### src/rtl/multi_motion_sensor.sv
// Multi-channel motion sensor front end.
// Each channel: 2-flop synchronizer -> debounce filter -> STABLE/MOTION/HOLD FSM with a
// saturating 8-bit event counter. A registered hex word shows one selected channel.
// Optional feature: define MOTION_ALARM_LATCH_EN to add a sticky alarm output that sets on
// any new motion event and clears on alarm_clr (set wins over clear).
module multi_motion_sensor #(
    parameter int unsigned NUM_CH          = 4,
    parameter int unsigned DEBOUNCE_CYCLES = 1000000,
    parameter int unsigned HOLD_CYCLES     = 200000000
) (
    input  logic              clk,
    input  logic              rst,
    input  logic [NUM_CH-1:0] motion_in,
    input  logic [3:0]        sel,
    output logic [NUM_CH-1:0] state_motion,
    output logic [NUM_CH-1:0] state_stable,
    output logic [NUM_CH-1:0] event_pulse,
    output logic [15:0]       sseg_value
`ifdef MOTION_ALARM_LATCH_EN
    ,
    input  logic              alarm_clr,
    output logic              alarm
`endif
);

    localparam int unsigned DbW   = (DEBOUNCE_CYCLES > 1) ? $clog2(DEBOUNCE_CYCLES) : 1;
    localparam int unsigned HoldW = (HOLD_CYCLES > 1) ? $clog2(HOLD_CYCLES) : 1;
    localparam logic [DbW-1:0]   DbLast   = DbW'(DEBOUNCE_CYCLES - 1);
    localparam logic [HoldW-1:0] HoldLoad = HoldW'(HOLD_CYCLES - 1);

    // Encodings double as the display state code (0 STABLE, 1 MOTION, 2 HOLD).
    typedef enum logic [1:0] {
        StStable = 2'd0,
        StMotion = 2'd1,
        StHold   = 2'd2
    } state_e;

    logic [NUM_CH-1:0] sync1_q;
    logic [NUM_CH-1:0] sync2_q;
    logic [NUM_CH-1:0] filt_q;
    logic [DbW-1:0]    db_cnt_q   [NUM_CH];
    state_e            state_q    [NUM_CH];
    logic [HoldW-1:0]  hold_cnt_q [NUM_CH];
    logic [7:0]        count_q    [NUM_CH];
    logic [NUM_CH-1:0] pulse_q;
    logic [15:0]       sseg_q;
    logic [11:0]       sel_field;

    // Two-flop synchronizer on the raw asynchronous inputs.
    always_ff @(posedge clk) begin
        if (rst) begin
            sync1_q <= '0;
            sync2_q <= '0;
        end else begin
            sync1_q <= motion_in;
            sync2_q <= sync1_q;
        end
    end

    // Debounce: accept a new level only after DEBOUNCE_CYCLES consecutive differing samples.
    always_ff @(posedge clk) begin
        if (rst) begin
            filt_q <= '0;
            for (int i = 0; i < NUM_CH; i++) begin
                db_cnt_q[i] <= '0;
            end
        end else begin
            for (int i = 0; i < NUM_CH; i++) begin
                if (sync2_q[i] == filt_q[i]) begin
                    db_cnt_q[i] <= '0;
                end else if (db_cnt_q[i] == DbLast) begin
                    filt_q[i]   <= sync2_q[i];
                    db_cnt_q[i] <= '0;
                end else begin
                    db_cnt_q[i] <= db_cnt_q[i] + DbW'(1);
                end
            end
        end
    end

    // Per-channel FSM with registered event strobe and saturating event count.
    always_ff @(posedge clk) begin
        if (rst) begin
            pulse_q <= '0;
            for (int i = 0; i < NUM_CH; i++) begin
                state_q[i]    <= StStable;
                hold_cnt_q[i] <= '0;
                count_q[i]    <= '0;
            end
        end else begin
            pulse_q <= '0;
            for (int i = 0; i < NUM_CH; i++) begin
                case (state_q[i])
                    StStable: begin
                        if (filt_q[i]) begin
                            state_q[i] <= StMotion;
                            pulse_q[i] <= 1'b1;
                            if (count_q[i] != 8'hFF) begin
                                count_q[i] <= count_q[i] + 8'd1;
                            end
                        end
                    end
                    StMotion: begin
                        if (!filt_q[i]) begin
                            state_q[i]    <= StHold;
                            hold_cnt_q[i] <= HoldLoad;
                        end
                    end
                    StHold: begin
                        // Retrigger goes straight back to MOTION without a new event.
                        if (filt_q[i]) begin
                            state_q[i] <= StMotion;
                        end else if (hold_cnt_q[i] == '0) begin
                            state_q[i] <= StStable;
                        end else begin
                            hold_cnt_q[i] <= hold_cnt_q[i] - HoldW'(1);
                        end
                    end
                    default: state_q[i] <= StStable;
                endcase
            end
        end
    end

    // Status decode straight from the state flops.
    always_comb begin
        state_motion = '0;
        state_stable = '0;
        for (int i = 0; i < NUM_CH; i++) begin
            state_motion[i] = (state_q[i] != StStable);
            state_stable[i] = (state_q[i] == StStable);
        end
    end

    // Display field for the selected channel; out-of-range selects read EEE.
    always_comb begin
        sel_field = 12'hEEE;
        for (int i = 0; i < NUM_CH; i++) begin
            if (sel == 4'(i)) begin
                sel_field = {2'b00, state_q[i], count_q[i]};
            end
        end
    end

    // Registered display word; sel nibble stays live through reset.
    always_ff @(posedge clk) begin
        if (rst) begin
            sseg_q <= {sel, 12'h000};
        end else begin
            sseg_q <= {sel, sel_field};
        end
    end

    assign event_pulse = pulse_q;
    assign sseg_value  = sseg_q;

`ifdef MOTION_ALARM_LATCH_EN
    logic alarm_q;

    // Sticky alarm: any event sets it, alarm_clr clears it, set has priority.
    always_ff @(posedge clk) begin
        if (rst) begin
            alarm_q <= 1'b0;
        end else if (|pulse_q) begin
            alarm_q <= 1'b1;
        end else if (alarm_clr) begin
            alarm_q <= 1'b0;
        end
    end

    assign alarm = alarm_q;
`endif

endmodule
### config.mk
export PLATFORM = sky130hd
export DESIGN_NAME = multi_motion_sensor
export DESIGN_NICKNAME = d
export VERILOG_FILES = /design/src/rtl/multi_motion_sensor.sv
export SDC_FILE = /design/constraint.sdc
export NUM_CORES = 1
export LEC_CHECK = 0
export ABC_AREA = 1
export CAP_MARGIN = 20
export CORE_MARGIN = 5
export CORE_UTILIZATION = 40
export CTS_CLUSTER_DIAMETER = 50
export DETAILED_ROUTE_END_ITERATION = 8
export GPL_TIMING_DRIVEN = 0
export HOLD_SLACK_MARGIN = 0.08
export RECOVER_POWER = 100
export SYNTH_ARGS = -nofsm -noshare
export SYNTH_HDL_FRONTEND = slang
export SYNTH_SLANG_ARGS = --single-unit
export TNS_END_PERCENT = 20
### constraint.sdc
create_clock -name clk -period 2.85 [get_ports clk]
set_input_delay 0.4275 -clock clk [delete_from_list [all_inputs] [get_ports clk]]
set_output_delay 0.4275 -clock clk [all_outputs]
set_load 0.02 [all_outputs]
# Yosys cells after proc, flatten, opt, wreduce, memory -nomap -nowiden
# Memory sizes are Yosys's and may differ from the RTL's.
# Index checks and enable logic that the tools add are counted.
# op_classes
n_eq_ne	23
n_addsub	12
mux	210
bitwise	48
reduce_logical	22
# op_table
cell	n
$mux W20	12
$mux W28	8
$mux W1	162
$logic_not A28 Y1	4
$sub A28 B1 Y28 const B	4
$add A20 B1 Y20 const B	4
$eq A20 B20 Y1 const B	4
$mux W12	4
$or A1 B1 Y1	44
$mux W2	20
$add A8 B1 Y8 const B	4
$mux W8	4
$ne A8 B8 Y1 const B	4
$reduce_or A3 Y1	4
$eq A2 B1 Y1 const B	4
$eq A2 B2 Y1 const B	4
$eq A4 B2 Y1 const B	2
$logic_not A2 Y1	4
$reduce_and A2 Y1	4
$reduce_bool A2 Y1	4
$eq A1 B1 Y1	4
$eq A4 B1 Y1 const B	1
$logic_not A4 Y1	1
$not A1 Y1	4
$reduce_or A4 Y1	1
# totals
ram_bits	232
output_inout_bits	28
n_memories	4
elab_cells	329
regBits	32
inputBits	10
# memory_table
name	words	width	read_ports	rd_ports_with_merged_regs	write_ports	line	rtl
hold_cnt_q	4	28	4	0	4	43	logic [HoldW-1:0] hold_cnt_q [NUM_CH];
db_cnt_q	4	20	4	0	4	41	logic [DbW-1:0] db_cnt_q [NUM_CH];
count_q	4	8	4	0	4	44	logic [7:0] count_q [NUM_CH];
state_q	4	2	4	0	4	42	state_e state_q [NUM_CH];

# Longest topological paths before layout
# Gate-level depths: netlist of the first run.
# depth
word_depth	9
depth_mapped	11
mapped_depth_nobuf	10

# Worst setup path after synthesis of the first run
# OpenSTA, ideal clock, no wires.
# synth_path
path_kind	register to register
startpoint	mem hold_cnt_q[0][0] (netlist name)
endpoint	mem hold_cnt_q[0][0] (netlist name), enable pin
t_arrival_ns	1.895
stages_incl_launch_ff	10
synth_period_minus_slack_ns	2.346
setup_ns	0.451
path_slack_ns	0.504
n_path_buf	0
required_ns	2.399
path_cell_list	edfxtp_1 > inv_1 > ha_1 > nand2_1 > nor2_1 > nand2_1 > o21bai_4 > nand2_4 > clkinv_1 > nand2_1
# synth_rtl
element	line
start, declared	43

==> impl_metrics.yaml, run 1 <==
detailed_routing:
  drtIter0Drc: 732
  ant_nets: 0
  vias_per_cell: 4.78
  drc: 0
  drt_wl_total_um: 33800
  wire_per_inst_um: 12.9
  dr.pass1.iters: 5
  vias: 12463
critical_path:
  worstSetupPathType: "reg -> reg"
  worstReg2RegStart: "hold_cnt_q[2][8]"
  end_kind: "flip-flop"
  rrSetupSlack_ns: 0.24
  cp.arrival_ns: 2.86
  crit_required_ns: 3.10
  cp_max_fo: 16
  worst_setup_path_start_kind: "flip-flop"
  worst-r2r-cell-count: 9
  r2r-end: "hold_cnt_q[2][5]"
synth:
  ys_async_sr_fraction: 0
  ys_seq_area_frac: 0.500
  syn_avg_cell_area_sq_um: 7.95
  synth.distinct_cells: 44
  ys.flop_type: "edfxtp_1"
  synth_warnings: 0
  ys_seq_elements: 263
  syn_area_sq_um: 15200
  syn_inst: 1909
  synth_edf_count: 232
cells_and_area:
  diodes: 0
  drive_above_1_share: 0.0515
  final_area_sq_um: 17600
  areaGrowthSynthToFinish_pct: 16.2
  finalNetCount: 2094
  fill_cells: 3761
power:
  p_leak_nw: 7.35
  vdd_drop_max_mv: 0.366
  power_density_nw_per_um2: 582
clock_tree:
  clkSinkCount: 263
  cts_resized: 0
  cts-htree-levels: 2
  clkTransAtPathRegs_ns: 0.06
  cts_root_buffer: "clkbuf_16"
  cts_hold_buf: 0
  clockBufferDepth: 3
  cts_buffers: 38
  post_cts_buffers: 0
  cts_tree: "done"
  clock_latency_ns: 0.54
floorplan:
  fp.coreArea_sq_um: 37600
  die-area_sq_um: 42000
  dieHeight_um: 205
  num_rows: 71
  die_w_um: 205
  start_util: 0.404
  pin_count: 38
place:
  place_area_sq_um: 16600
  gp_congestion: 0.869
  port_buffers: 36
  dp_hpwl_um: 25000
sta:
  period_needed_ns: 2.61
  fin_worst_skew_ns: 0.0329
  setup_viol: 0
  hold_violations: 0
  tns_ns: 0
  maxSlewHeadroom: 0.475
  worst_slew_pin_slew_ns: 0.787
  slew_viol_final: 0
  finalCritPeriodShare: 0.914
  fmax_mhz: 384
  rsz0062_at_grt: "false"
global_route:
  grt_antenna_before_repair: 0
  grt_overflow: 0
  first_global_vias: 11838
  grt_util_all_layers: 0.161
  grt_max_degree: 21
  grt_pass1_wl_um: 56200
flow_run:
  maxCapViolCount: 0
min_path:
  hp-start: "rst"
  whs_endpoint: "event_pulse[1]"
  hold-path-cell-count: 2
  hold_path.class: "in -> reg"
status:
  status: "finished clean"
[cells in the mapped netlist, drive strengths merged (22+ instances only)]
library cell	count	area, sq um
xnor2	22	193
nand3	108	541
dfxtp	31	621
o21ai	74	393
nand4	47	300
edfxtp	232	6970
a21oi	64	320
nand2	423	1620
nor3	74	375
inv	249	935
nor2	426	1650
xor2	51	447
[per-stage QoR]
| step | cells | total power (W) | setup slack (ns) | hold WS (ns) | utilization |
|---|---|---|---|---|---|
| 2_1_floorplan | 1988 | 0.00553 | 0.504 | 0.388 | - |
| 3_3_place_gp | 2535 | 0.00586 | -0.392 | 0.398 | 0.439 |
| 3_5_place_dp | 2539 | 0.00590 | -0.111 | 0.402 | 0.441 |
| 4_1_cts | 2609 | 0.0105 | 0.167 | 0.155 | 0.474 |
| 5_1_grt | 2609 | 0.0108 | 0.0154 | 0.165 | 0.470 |
| 6_report | 2609 | 0.0103 | 0.245 | 0.182 | 0.470 |
[report_power, final]
group / internal, W / switching, W
clock network: 0.00273 / 0.00176
registers: 0.00449 / 0.000219
logic: 0.000344 / 0.000727
[cell usage in the layout (no fill, tap or decap), drive strengths merged, types with 14 or more instances in the layout]
master	netlist	layout
nor2	426	426
nand2	423	423
inv	249	251
edfxtp	232	232
nand3	108	108
conb	1	80
nor3	74	74
o21ai	74	74
clkbuf	6	74
a21oi	64	64
xor2	51	51
nand4	47	47
dlygate4sd3	0	32
dfxtp	31	31
xnor2	22	22
clkinv	5	17
ha	16	16
nor3b	14	14
[worst max-delay path by stage]
stage	startpoint	endpoint	slack, ns
finish	hold_cnt_q[2][8]	hold_cnt_q[2][5]	0.24
global route	hold_cnt_q[1][8]	hold_cnt_q[1][25]	0.02
CTS	hold_cnt_q[1][8]	hold_cnt_q[1][24]	0.17
detailed placement	rst	hold_cnt_q[1][6]	-0.11
global placement	rst	hold_cnt_q[0][9]	-0.39
floorplan	hold_cnt_q[0][0]	hold_cnt_q[0][0]	0.50
[registers in the layout, indices dropped and copies added (netlist names)]
signal / flops
event_pulse: 4
state_q: 8
sync1_q: 4
db_cnt_q: 80
hold_cnt_q: 112
count_q: 32
filt_q: 4
sseg_value: 15
sync2_q: 4
[worst max-delay path, cell delays in order, from the launching register on]
cell and delay [ns]:
edfxtp_1 0.44, nor2_1 0.21, nand2_1 0.12, nor2_2 0.19
nand2_1 0.12, o21bai_2 0.16, nand2_1 0.11, clkinv_1 0.22
nand2_1 0.39, buf_4 0.38
[per-layer routing]
| layer | track usage | vias to the layer above | share of wire |
|---|---|---|---|
| met5 | 0 | - | 0 |
| met4 | 0.0462 | 0 | 0.023 |
| met3 | 0.0290 | 56 | 0.054 |
| met2 | 0.255 | 259 | 0.44 |
| met1 | 0.227 | 5661 | 0.48 |
| li1 | - | 6487 | - |
[logic make-up after synthesis]
family / count (synthesis) / synth area share
adders and majority gates: 16 / 0.0132
other: 1 / 0.000247
and+or+nand+nor: 1115 / 0.312
DFF: 263 / 0.500
xor gates and xnor gates: 73 / 0.0421
AOI/OAI and AO/OA: 164 / 0.0606
buffers and inverters: 277 / 0.0721
[layout make-up]
type | count | area (sq um) | area share
sequential | 263 | 7590 | 0.430
multi-input combinational | 1448 | 6750 | 0.383
clock buffer | 51 | 1060 | 0.0601
inverter | 254 | 953 | 0.0540
tap | 511 | 639 | 0.0362
timing repair buffer | 40 | 388 | 0.0220
clock inverter | 19 | 168 | 0.00950
buffer | 23 | 97.6 | 0.00553
Note: power is estimated with default switching activity, not from simulation.
==> inputs of run 2 (changes only) <==
ABC_CLOCK_PERIOD_IN_PS = 2850   (was unset)
==> results of run 2 <==
No change in the layout: final DEF, timing and power equal those of run 1.
